--- src/rtl/count_seq_pkg.sv ---
// count_seq_pkg: shared definitions for the counter sequencing controller.
// Holds the FSM state encoding, the counter terminal values and the
// default prescaler dividers.
package count_seq_pkg;

   // FSM state encoding (typed constants kept for legacy tool compatibility)
   typedef logic [2:0] state_t;
   localparam state_t ST_IDLE  = 3'd0;
   localparam state_t ST_LOAD  = 3'd1;
   localparam state_t ST_RUN   = 3'd2;
   localparam state_t ST_PAUSE = 3'd3;
   localparam state_t ST_DONE  = 3'd4;

   // Counter terminal values: binary low byte, BCD high byte
   localparam logic [15:0] TERM_UP = 16'h99FF;
   localparam logic [15:0] TERM_DN = 16'h0000;

   // Default dividers in clk cycles
   localparam int TICK_DIV_DEF  = 1000;
   localparam int BLINK_DIV_DEF = 500;

endpackage

--- src/rtl/count_seq_ctrl_if.sv ---
// count_seq_ctrl_if: control/status bus between the sequencing controller
// (master) and the 16-bit up/down/load counter (slave).
interface count_seq_ctrl_if;

   logic        cnt_up;
   logic        cnt_dw;
   logic        cnt_ld;
   logic [15:0] cnt_din;
   logic        cnt_utc;
   logic        cnt_dtc;

   modport master (
      output cnt_up, cnt_dw, cnt_ld, cnt_din,
      input  cnt_utc, cnt_dtc
   );

   modport slave (
      input  cnt_up, cnt_dw, cnt_ld, cnt_din,
      output cnt_utc, cnt_dtc
   );

endinterface

--- src/rtl/tick_gen.sv ---
// tick_gen: free-running prescaler. Counts 0..DIV-1 while enabled, holds
// while disabled, and asserts tick_o in the cycle the count equals DIV-1
// (the count wraps to 0 on the following edge). clr_i wins over en_i.
module tick_gen #(
   parameter int DIV = 4
) (
   input  logic clk,
   input  logic rst_n,
   input  logic en_i,
   input  logic clr_i,
   output logic tick_o
);

   localparam int          W    = (DIV > 1) ? $clog2(DIV) : 1;
   localparam logic [W-1:0] LAST = W'(DIV - 1);

   logic [W-1:0] cnt_q;
   logic [W-1:0] cnt_d;

   assign tick_o = en_i & (cnt_q == LAST);

   // Next prescaler count: clear, wrap on tick, advance while enabled
   always_comb begin
      cnt_d = cnt_q;
      if (clr_i) begin
         cnt_d = {W{1'b0}};
      end else if (tick_o) begin
         cnt_d = {W{1'b0}};
      end else if (en_i) begin
         cnt_d = cnt_q + W'(1);
      end else begin
         cnt_d = cnt_q;
      end
   end

   // Prescaler count register
   always_ff @(posedge clk or negedge rst_n) begin
      if (!rst_n) begin
         cnt_q <= {W{1'b0}};
      end else begin
         cnt_q <= cnt_d;
      end
   end

endmodule

--- src/rtl/count_seq_ctrl.sv ---
// count_seq_ctrl: turns start/stop/load buttons into single-cycle counter
// controls, paces counting with a tick prescaler and flags terminal count.
// Optional feature macro: COUNT_SEQ_AUTO_RELOAD_EN -- when defined, a
// terminal count reloads the stored preset and keeps running instead of
// entering DONE (done then pulses for one cycle and blink stays 0).
module count_seq_ctrl
   import count_seq_pkg::*;
#(
   parameter int TICK_DIV  = TICK_DIV_DEF,
   parameter int BLINK_DIV = BLINK_DIV_DEF
) (
   input  logic                    clk,
   input  logic                    rst_n,
   input  logic                    start_btn,
   input  logic                    stop_btn,
   input  logic                    load_btn,
   input  logic                    dir_up,
   input  logic [15:0]             preset,
   count_seq_ctrl_if.master        cnt_bus,
   output logic                    running,
   output logic                    done,
   output logic                    blink
);

   // Divider legality is checked when the design is elaborated
   if (TICK_DIV < 4) begin : g_bad_tick_div
      $error("count_seq_ctrl: TICK_DIV must be >= 4");
   end
   if (BLINK_DIV < 1) begin : g_bad_blink_div
      $error("count_seq_ctrl: BLINK_DIV must be >= 1");
   end

   logic        start_q, stop_q, load_q;
   logic        start_ev_s, stop_ev_s, load_ev_s;
   state_t      state_q, state_d;
   logic        up_q, up_d, dw_q, dw_d, ld_q, ld_d;
   logic [15:0] din_q, din_d;
   logic        running_q, running_d, done_q, done_d, blink_q, blink_d;
   logic        tick_s, pre_en_s, pre_clr_s, term_s, reload_s;

   assign start_ev_s = start_btn & ~start_q;
   assign stop_ev_s  = stop_btn  & ~stop_q;
   assign load_ev_s  = load_btn  & ~load_q;
   assign term_s     = dir_up ? cnt_bus.cnt_utc : cnt_bus.cnt_dtc;
   assign pre_en_s   = (state_q == ST_RUN);

   tick_gen #(.DIV(TICK_DIV)) u_prescaler (
      .clk    (clk),
      .rst_n  (rst_n),
      .en_i   (pre_en_s),
      .clr_i  (pre_clr_s),
      .tick_o (tick_s)
   );

   // FSM next state and counter-command decode; load beats stop beats start
   always_comb begin
      state_d   = state_q;
      up_d      = 1'b0;
      dw_d      = 1'b0;
      din_d     = din_q;
      reload_s  = 1'b0;
      pre_clr_s = 1'b0;
      if (load_ev_s) begin
         state_d = ST_LOAD;
         din_d   = preset;
      end else begin
         case (state_q)
            ST_IDLE, ST_PAUSE: begin
               if (start_ev_s && !stop_ev_s) begin
                  state_d   = ST_RUN;
                  pre_clr_s = 1'b1;
               end else begin
                  state_d = state_q;
               end
            end
            ST_LOAD: state_d = ST_IDLE;
            ST_RUN: begin
               if (stop_ev_s) begin
                  state_d = ST_PAUSE;
               end else if (tick_s) begin
                  if (term_s) begin
`ifdef COUNT_SEQ_AUTO_RELOAD_EN
                     reload_s  = 1'b1;
                     pre_clr_s = 1'b1;
`else
                     state_d   = ST_DONE;
`endif
                  end else if (dir_up) begin
                     up_d = 1'b1;
                  end else begin
                     dw_d = 1'b1;
                  end
               end else begin
                  state_d = state_q;
               end
            end
            ST_DONE: begin
               if (stop_ev_s) begin
                  state_d = ST_IDLE;
               end else begin
                  state_d = state_q;
               end
            end
            default: state_d = ST_IDLE;
         endcase
      end
   end

   // Registered outputs derived from the upcoming state
   always_comb begin
      ld_d      = (state_d == ST_LOAD) | reload_s;
      done_d    = (state_d == ST_DONE) | reload_s;
      running_d = (state_d == ST_RUN);
   end

`ifdef COUNT_SEQ_AUTO_RELOAD_EN
   assign blink_d = 1'b0;
`else
   logic blink_en_s, blink_clr_s, blink_tick_s;

   assign blink_en_s  = (state_q == ST_DONE);
   assign blink_clr_s = (state_d == ST_DONE) & (state_q != ST_DONE);

   tick_gen #(.DIV(BLINK_DIV)) u_blink_timer (
      .clk    (clk),
      .rst_n  (rst_n),
      .en_i   (blink_en_s),
      .clr_i  (blink_clr_s),
      .tick_o (blink_tick_s)
   );

   // Blink toggles on each blink-timer tick while DONE, forced low elsewhere
   always_comb begin
      if (state_d != ST_DONE) begin
         blink_d = 1'b0;
      end else if (blink_tick_s) begin
         blink_d = ~blink_q;
      end else begin
         blink_d = blink_q;
      end
   end
`endif

   // State, button history and output registers
   always_ff @(posedge clk or negedge rst_n) begin
      if (!rst_n) begin
         start_q   <= 1'b0;
         stop_q    <= 1'b0;
         load_q    <= 1'b0;
         state_q   <= ST_IDLE;
         up_q      <= 1'b0;
         dw_q      <= 1'b0;
         ld_q      <= 1'b0;
         din_q     <= 16'h0000;
         running_q <= 1'b0;
         done_q    <= 1'b0;
         blink_q   <= 1'b0;
      end else begin
         start_q   <= start_btn;
         stop_q    <= stop_btn;
         load_q    <= load_btn;
         state_q   <= state_d;
         up_q      <= up_d;
         dw_q      <= dw_d;
         ld_q      <= ld_d;
         din_q     <= din_d;
         running_q <= running_d;
         done_q    <= done_d;
         blink_q   <= blink_d;
      end
   end

   assign cnt_bus.cnt_up  = up_q;
   assign cnt_bus.cnt_dw  = dw_q;
   assign cnt_bus.cnt_ld  = ld_q;
   assign cnt_bus.cnt_din = din_q;
   assign running         = running_q;
   assign done            = done_q;
   assign blink           = blink_q;

endmodule

--- src/flat_wrapper.sv ---
// flat-port wrapper written by rule: the top's interface ports become plain ports
module count_seq_ctrl_flat import count_seq_pkg::*;
#(
   parameter int TICK_DIV  = TICK_DIV_DEF,
   parameter int BLINK_DIV = BLINK_DIV_DEF
)
  (clk, rst_n, start_btn, stop_btn, load_btn, dir_up, preset, running, done, blink, cnt_bus_cnt_up, cnt_bus_cnt_dw, cnt_bus_cnt_ld, cnt_bus_cnt_din, cnt_bus_cnt_utc, cnt_bus_cnt_dtc);
  count_seq_ctrl_if cnt_bus_i ();
  input  logic clk;
  input  logic rst_n;
  input  logic start_btn;
  input  logic stop_btn;
  input  logic load_btn;
  input  logic dir_up;
  input  logic [15:0] preset;
  output logic running;
  output logic done;
  output logic blink;
  output wire logic [$bits(cnt_bus_i.cnt_up)-1:0] cnt_bus_cnt_up;
  output wire logic [$bits(cnt_bus_i.cnt_dw)-1:0] cnt_bus_cnt_dw;
  output wire logic [$bits(cnt_bus_i.cnt_ld)-1:0] cnt_bus_cnt_ld;
  output wire logic [$bits(cnt_bus_i.cnt_din)-1:0] cnt_bus_cnt_din;
  input wire logic [$bits(cnt_bus_i.cnt_utc)-1:0] cnt_bus_cnt_utc;
  input wire logic [$bits(cnt_bus_i.cnt_dtc)-1:0] cnt_bus_cnt_dtc;
  assign cnt_bus_cnt_up = cnt_bus_i.cnt_up;
  assign cnt_bus_cnt_dw = cnt_bus_i.cnt_dw;
  assign cnt_bus_cnt_ld = cnt_bus_i.cnt_ld;
  assign cnt_bus_cnt_din = cnt_bus_i.cnt_din;
  assign cnt_bus_i.cnt_utc = cnt_bus_cnt_utc;
  assign cnt_bus_i.cnt_dtc = cnt_bus_cnt_dtc;
  count_seq_ctrl #(.TICK_DIV(TICK_DIV), .BLINK_DIV(BLINK_DIV)) u_core (.clk(clk), .rst_n(rst_n), .start_btn(start_btn), .stop_btn(stop_btn), .load_btn(load_btn), .dir_up(dir_up), .preset(preset), .cnt_bus(cnt_bus_i), .running(running), .done(done), .blink(blink));
endmodule
--- config.mk ---
export PLATFORM = sky130hd
export DESIGN_NAME = count_seq_ctrl_flat
export DESIGN_NICKNAME = d
export VERILOG_FILES = /design/src/rtl/count_seq_pkg.sv /design/src/rtl/count_seq_ctrl_if.sv /design/src/rtl/tick_gen.sv /design/src/rtl/count_seq_ctrl.sv /design/src/flat_wrapper.sv
export SDC_FILE = /design/constraint.sdc
export NUM_CORES = 1
export LEC_CHECK = 0
export ABC_AREA = 1
export CAP_MARGIN = 20
export CORE_MARGIN = 4
export CORE_UTILIZATION = 45
export CTS_BUF_LIST = sky130_fd_sc_hd__clkbuf_4
export DETAILED_ROUTE_END_ITERATION = 12
export PLACE_DENSITY = 0.74
export REMOVE_ABC_BUFFERS = 1
export SLEW_MARGIN = 20
export SYNTH_ARGS = -nofsm -noshare
export SYNTH_HDL_FRONTEND = slang
export SYNTH_SLANG_ARGS = --single-unit
--- constraint.sdc ---
create_clock -name clk -period 1.4 [get_ports clk]
set_input_delay 0.28 -clock clk [delete_from_list [all_inputs] [get_ports clk]]
set_output_delay 0.28 -clock clk [all_outputs]
set_load 0.02 [all_outputs]
# Word-level counts from Yosys, hierarchy flattened
# Index checks and enable logic that the tools add are counted.
classes:
  div: 0
  n_mul: 0
  n_eq_ne: 10
  reduce_logical: 7
  mux: 31
  bitwise: 10
  addsub: 2
  shifts: 0
  magnitude_cmp: 0
ops:
  columns: ["op", "count"]
  rows:
  - ["10-bit 2-to-1 mux", 3]
  - ["9-bit 2-to-1 mux", 3]
  - ["1-bit 2-to-1 mux", 18]
  - ["3-bit 2-to-1 mux", 6]
  - ["10-bit by 1-bit adder with 10-bit output, second input constant", 1]
  - ["10-bit == test, second input constant", 1]
  - ["9-bit by 1-bit adder with 9-bit output, second input constant", 1]
  - ["3-bit by 2-bit == test with 1-bit output, second input constant", 3]
  - ["9-bit == test, second input constant", 1]
  - ["3-bit case mux with 3 select lines", 1]
  - ["1-bit bitwise AND", 6]
  - ["3-bit == test, second input constant", 2]
  - ["3-bit inequality test, second input constant", 2]
  - ["3-bit nonzero test", 2]
  - ["1-bit inverter", 4]
  - ["3-bit by 1-bit == test with 1-bit output, second input constant", 1]
  - ["3-bit zero test", 1]
  - ["2-bit nonzero test", 1]
  - ["2-bit OR reduction", 1]
  - ["1-bit logical AND", 1]
  - ["1-bit zero test", 1]
word_totals:
  out_inout_bits: 22
  word_cells: 73
  mem_bits_rw: 0
  reg_bits: 47
  memories: 0
  inputBits: 24
  romBits: 0
  latch_bits: 0

# Logic depth before layout (Yosys ltp)
depth:
  word_depth: 10
  mapped_depth: 10
  mapped_depth_nobuf: 10

# Hierarchy
# A second synthesis with hierarchy kept.
hier_totals:
  hier_cells: 302
  area_unflattened_um2: 2404.8
by_module_without_submodules:
  columns: ["mod", "cells_each", "seq_area_each_um2", "area_each_um2", "n_inst"]
  rows:
  - ["count_seq_ctrl", 130, 700.7, 1174.9, 1]
  - ["tick_gen (u_core.u_prescaler)", 98, 250.2, 665.6, 1]
  - ["tick_gen (u_core.u_blink_timer)", 74, 225.2, 564.3, 1]

# Worst setup path before layout
# Ideal clock, no wire load.
synth_timing:
  kind: "register -> register"
  start: "reg u_core.u_prescaler.cnt_q[0]"
  end: "reg u_core.u_blink_timer.cnt_q[0]"
  t_arrival_ns: 1.214
  path_buffers: 0
  setup_time_ns: 0.118
  stages_incl_launch_ff: 9
  setup_slack_ns: 0.068
  period_less_slack_ns: 1.332
  required_time_ns: 1.282
  path_cell_list: "dfrtp_1 > ha_1 > nand2_1 > nor2_1 > nand2_1 > nor2_4 > nand4_4 > nand3_1 > nand2_1"
synth_between:
  elab_chain_cells: 9
  word_cells_on_any_way: 10
  classes_between: "eq/ne (2); mux (5); bitwise (2); reduce/logical (1)"
synth_rtl:
  columns: ["element", "line", "source"]
  rows:
  - ["start: declaration", "tick_gen.sv:17", "logic [W-1:0] cnt_q;"]
  - ["start signal: assignment", "tick_gen.sv:39", "cnt_q <= {W{1'b0}};"]
  - ["start signal: assignment", "tick_gen.sv:41", "cnt_q <= cnt_d;"]
  - ["10-bit == test (*)", "tick_gen.sv:20", "assign tick_o = en_i & (cnt_q == LAST);"]
  - ["1-bit bitwise AND (*)", "tick_gen.sv:20", null]
  - ["3-bit 2-to-1 mux (*)", "count_seq_ctrl.sv:80", "end else if (tick_s) begin"]
  - ["3-bit 2-to-1 mux (*)", "count_seq_ctrl.sv:78", "if (stop_ev_s) begin"]
  - ["3-bit case mux with 3 select lines (*)", "count_seq_ctrl.sv:67", "case (state_q)"]
  - ["3-bit 2-to-1 mux (*)", "count_seq_ctrl.sv:63", "if (load_ev_s) begin"]
  - ["3-bit == test (*)", "count_seq_ctrl.sv:122", "assign blink_clr_s = (state_d == ST_DONE) & (state_q != ST_DONE);"]
  - ["1-bit bitwise AND (*)", "count_seq_ctrl.sv:122", null]
  - ["3-bit nonzero test (no line) / 9-bit 2-to-1 mux (equally long branches)", null, null]
  - ["end signal: assignment", "tick_gen.sv:39", null]
  - ["end signal: assignment", "tick_gen.sv:41", null]
  - ["end: declaration", "tick_gen.sv:17", null]
# Every way passes the cells marked *; elsewhere a longest branch is shown, timed or not.
# A chain may end at the register's enable or synchronous reset.

# Final worst setup path
layout_timing:
  start: "reg u_core.u_prescaler.cnt_q[0]"
  end: "reg u_core.u_blink_timer.cnt_q[8]"
# Same word-level chain as after synthesis.

==> results.yml <==
run_status:
  status: "finished, violations left"
  violations: "negative setup slack"
synthesis:
  ys_seq_area_frac: 0.4958
  synth_cells: 296
  synth_edf_count: 0
  async_flop_share: 1.000
  syn_area_um2: 2372
  yosys.area.top_type_share: 0.4958
  postSynthAreaPerCell_um2: 8.014
  ys_dominant_reg_cell: "dfrtp_1"
  ys_types: 29
  synth_top_area_cell: "dfrtp_1"
  yosys_warnings: 0
  yosys-top-cells-area: "dfrtp_1, nand2_1, inv_1"
  ys_ff_latch: 47
sta:
  hold_viol: 0
  timing.fmax_mhz: 698.2
  worst_slew_pin_slew_ps: 267.2
  finalSetupViolCount: 8
  period_share: 1.023
  maxSlewViolCount: 0
  min_period_ps: 1432
  fin_skew_ps: 14.94
  layout_setup_ws_ps: -32.26
  relSlewSlack: 0.8214
  rsz0062_at_grt: "yes"
drt:
  drcViolationCount: 0
  antenna_left: 0
  via_per_inst: 4.816
  first_pass_iters: 4
  drt_wl_total_um: 5327
  routedWlPerCell_um: 12.08
  first_iter_violations: 66
  vias: 2124
clock_tree:
  clkLatencyLatePin_ps: 360
  clockBufferDepth: 2
  numCtsBuffers: 5
  htreeDepth: 2
  cts_tree: "yes"
  cts-root-buf: "clkbuf_4"
  cts.sinks: 47
  clk_pin_slew_ps: 140
setup_path:
  crit_top_cell: "nand2_1"
  arrival_ps: 1680
  required_ps: 1650
  cp_slowest_cell: "dfrtp_1"
  cp_max_fo: 4
  end_kind: "flip-flop"
  critPathLaunchType: "flip-flop"
  path_cells: "ha_4 > nand2_4 > nor2_1 > nand2_1 > nor2_4 > nand4_2 > nand3_1 > nand2_1"
  cp_slowest_stage_delay_ps: 410
  path_class: "reg2reg"
final_layout:
  area_growth_pct: 35.65
  most-common-layout-cells: "nand2_1, dfrtp_1, inv_1, buf_4, clkdlybuf4s50_1"
  final_nets: 396
  diodes: 0
  finalNonFillerCells: 441
  drive_above_1_share: 0.2156
  final_common_cell: "nand2_1"
die:
  num_io_pins: 46
  dieWidth_um: 80.61
  rows: 26
  die_y_um: 80.61
  initial_core_util: 0.4645
  core_area_um2: 5107
  dieArea_um2: 6497
flow_run:
  cap_violations: 0
hold_path:
  min_path_type: "in2reg"
placed_design:
  dp_hpwl_um: 3867
  dp_cells: 426
  portBuffers: 45
  gp_congestion: 0.8496
global_routing:
  track_usage: 0.1733
  grt_max_degree: 48
  antenna_found_initial: 0
  grt_first_pass_wirelength_um: 8804
  grt_pass1_vias: 2084
  grt_overflow: 0
power:
  p_comb_frac: 0.304
  p_switching_mw: 1.065
  power_mw: 3.176
  clkPwrFrac: 0.193
  powerDensity_nw_per_um2: 987.1
  p_sw_frac: 0.3352
  p_int_mw: 2.112
  irDropWorstVdd_mv: 0.7113
  p_leak_nw: 1.699
  p_seq_frac: 0.503
[Yosys cell counts, types with 3 or more instances]
library cell	instances
dfrtp_1	47
inv_1	35
nand2_1	110
nand2_2	5
nand3_1	22
nand3b_1	4
nand4_1	9
nor2_1	16
nor2_2	3
nor2_4	3
nor3_1	5
o21ai_0	12
xor2_1	3
[registers in the layout (all words and copies together) (netlist names)]
register and count:
u_core.stop_q 1, u_core.cnt_bus.cnt_din 16, u_core.state_q 3, u_core.running 1
u_core.cnt_bus.cnt_up 1, u_core.load_q 1, u_core.u_blink_timer.cnt_q 9, u_core.blink 1
u_core.cnt_bus.cnt_dw 1, u_core.start_q 1, u_core.u_prescaler.cnt_q 10, u_core.done 1
u_core.cnt_bus.cnt_ld 1
[per-stage QoR]
stage | hold slack [ps] | cell area (um2) | setup TNS [ps] | setup WS [ps] | utilization
detailed placement | 281.5 | 3039 | -6260 | -306.5 | 0.5951
finish | 372.3 | 3218 | -163.2 | -32.26 | 0.6301
CTS | 360.9 | 3132 | -130.2 | -23.36 | 0.6132
floorplan | -15.59 | 2351 | -2009 | -105.1 | -
global placement | 280.0 | 3039 | -5415 | -273.0 | 0.5951
global route | 374.8 | 3218 | -1302 | -110.6 | 0.6301
[worst paths after layout]
| kind | start | endpoint | slack, ps | cells past startpoint |
|---|---|---|---|---|
| max | u_core.u_prescaler.cnt_q[0] | u_core.u_blink_timer.cnt_q[8] | -30 | 8 |
| min | load_btn | u_core.load_q | 370 | 1 |
| max reg2reg | u_core.u_prescaler.cnt_q[0] | u_core.u_blink_timer.cnt_q[8] | -30 | 8 |
| min reg2reg | u_core.cnt_bus.cnt_din[2] | u_core.cnt_bus.cnt_din[2] | 490 | 2 |
| max in group asynchronous | rst_n | u_core.state_q[2] | 760 | 3 |
| min in group asynchronous | rst_n | u_core.u_prescaler.cnt_q[8] | 410 | 3 |
[layout make-up]
cell class,instances,area (um2)
Clock buffer,6,45.04
Clock inverter,2,7.507
Fill cell,455,1889
Inverter,39,147.6
Multi-Input combinational cell,207,1140
Sequential cell,47,1176
Tap cell,70,87.58
Timing Repair Buffer,70,614.3
[cell families after synthesis]
kind of cell,after synthesis,share of synthesized area
AND/OR/NAND/NOR,184,0.3687
flip-flops,47,0.4958
buffers and inverters,43,0.07120
AO/OA/AOI/OAI,17,0.04272
XOR/XNOR,3,0.01108
adder cells (fa/ha/maj),2,0.01055
[critical path, delay by kind of cell (launching register included)]
kind          cells  cell delay (ps)
flops             1              410
fa+ha+maj         1              170
simple gates      7              740
[per-layer routing]
metal / global-route usage / share of wire / wire [um]
met2: 0.2964 / 0.50 / 2690
met1: 0.2116 / 0.44 / 2365
met5: 0 / 0 / 0
met4: 0.06250 / 0.0099 / 53
met3: 0.04148 / 0.041 / 218
[repair_timing]
action / CTS / global route
resized for setup: 30 / 40
hold endpoints to repair: 47 / 0
pin swaps: 1 / 12
endpoints found under the setup margin: 36 / 39
buffers inserted: 1 / 4
hold buffers: 1 / 0
gates cloned: 1 / 0
[power groups by stage]
stage	combinational [mW]	sequential [mW]	clock, mW
floorplan	0.392	1.69	0
global placement	0.882	1.60	0
detailed placement	0.901	1.61	0
CTS	0.897	1.59	0.641
global route	1.07	1.61	0.704
finish	0.965	1.60	0.614
Power figures use the tool's default switching activity.
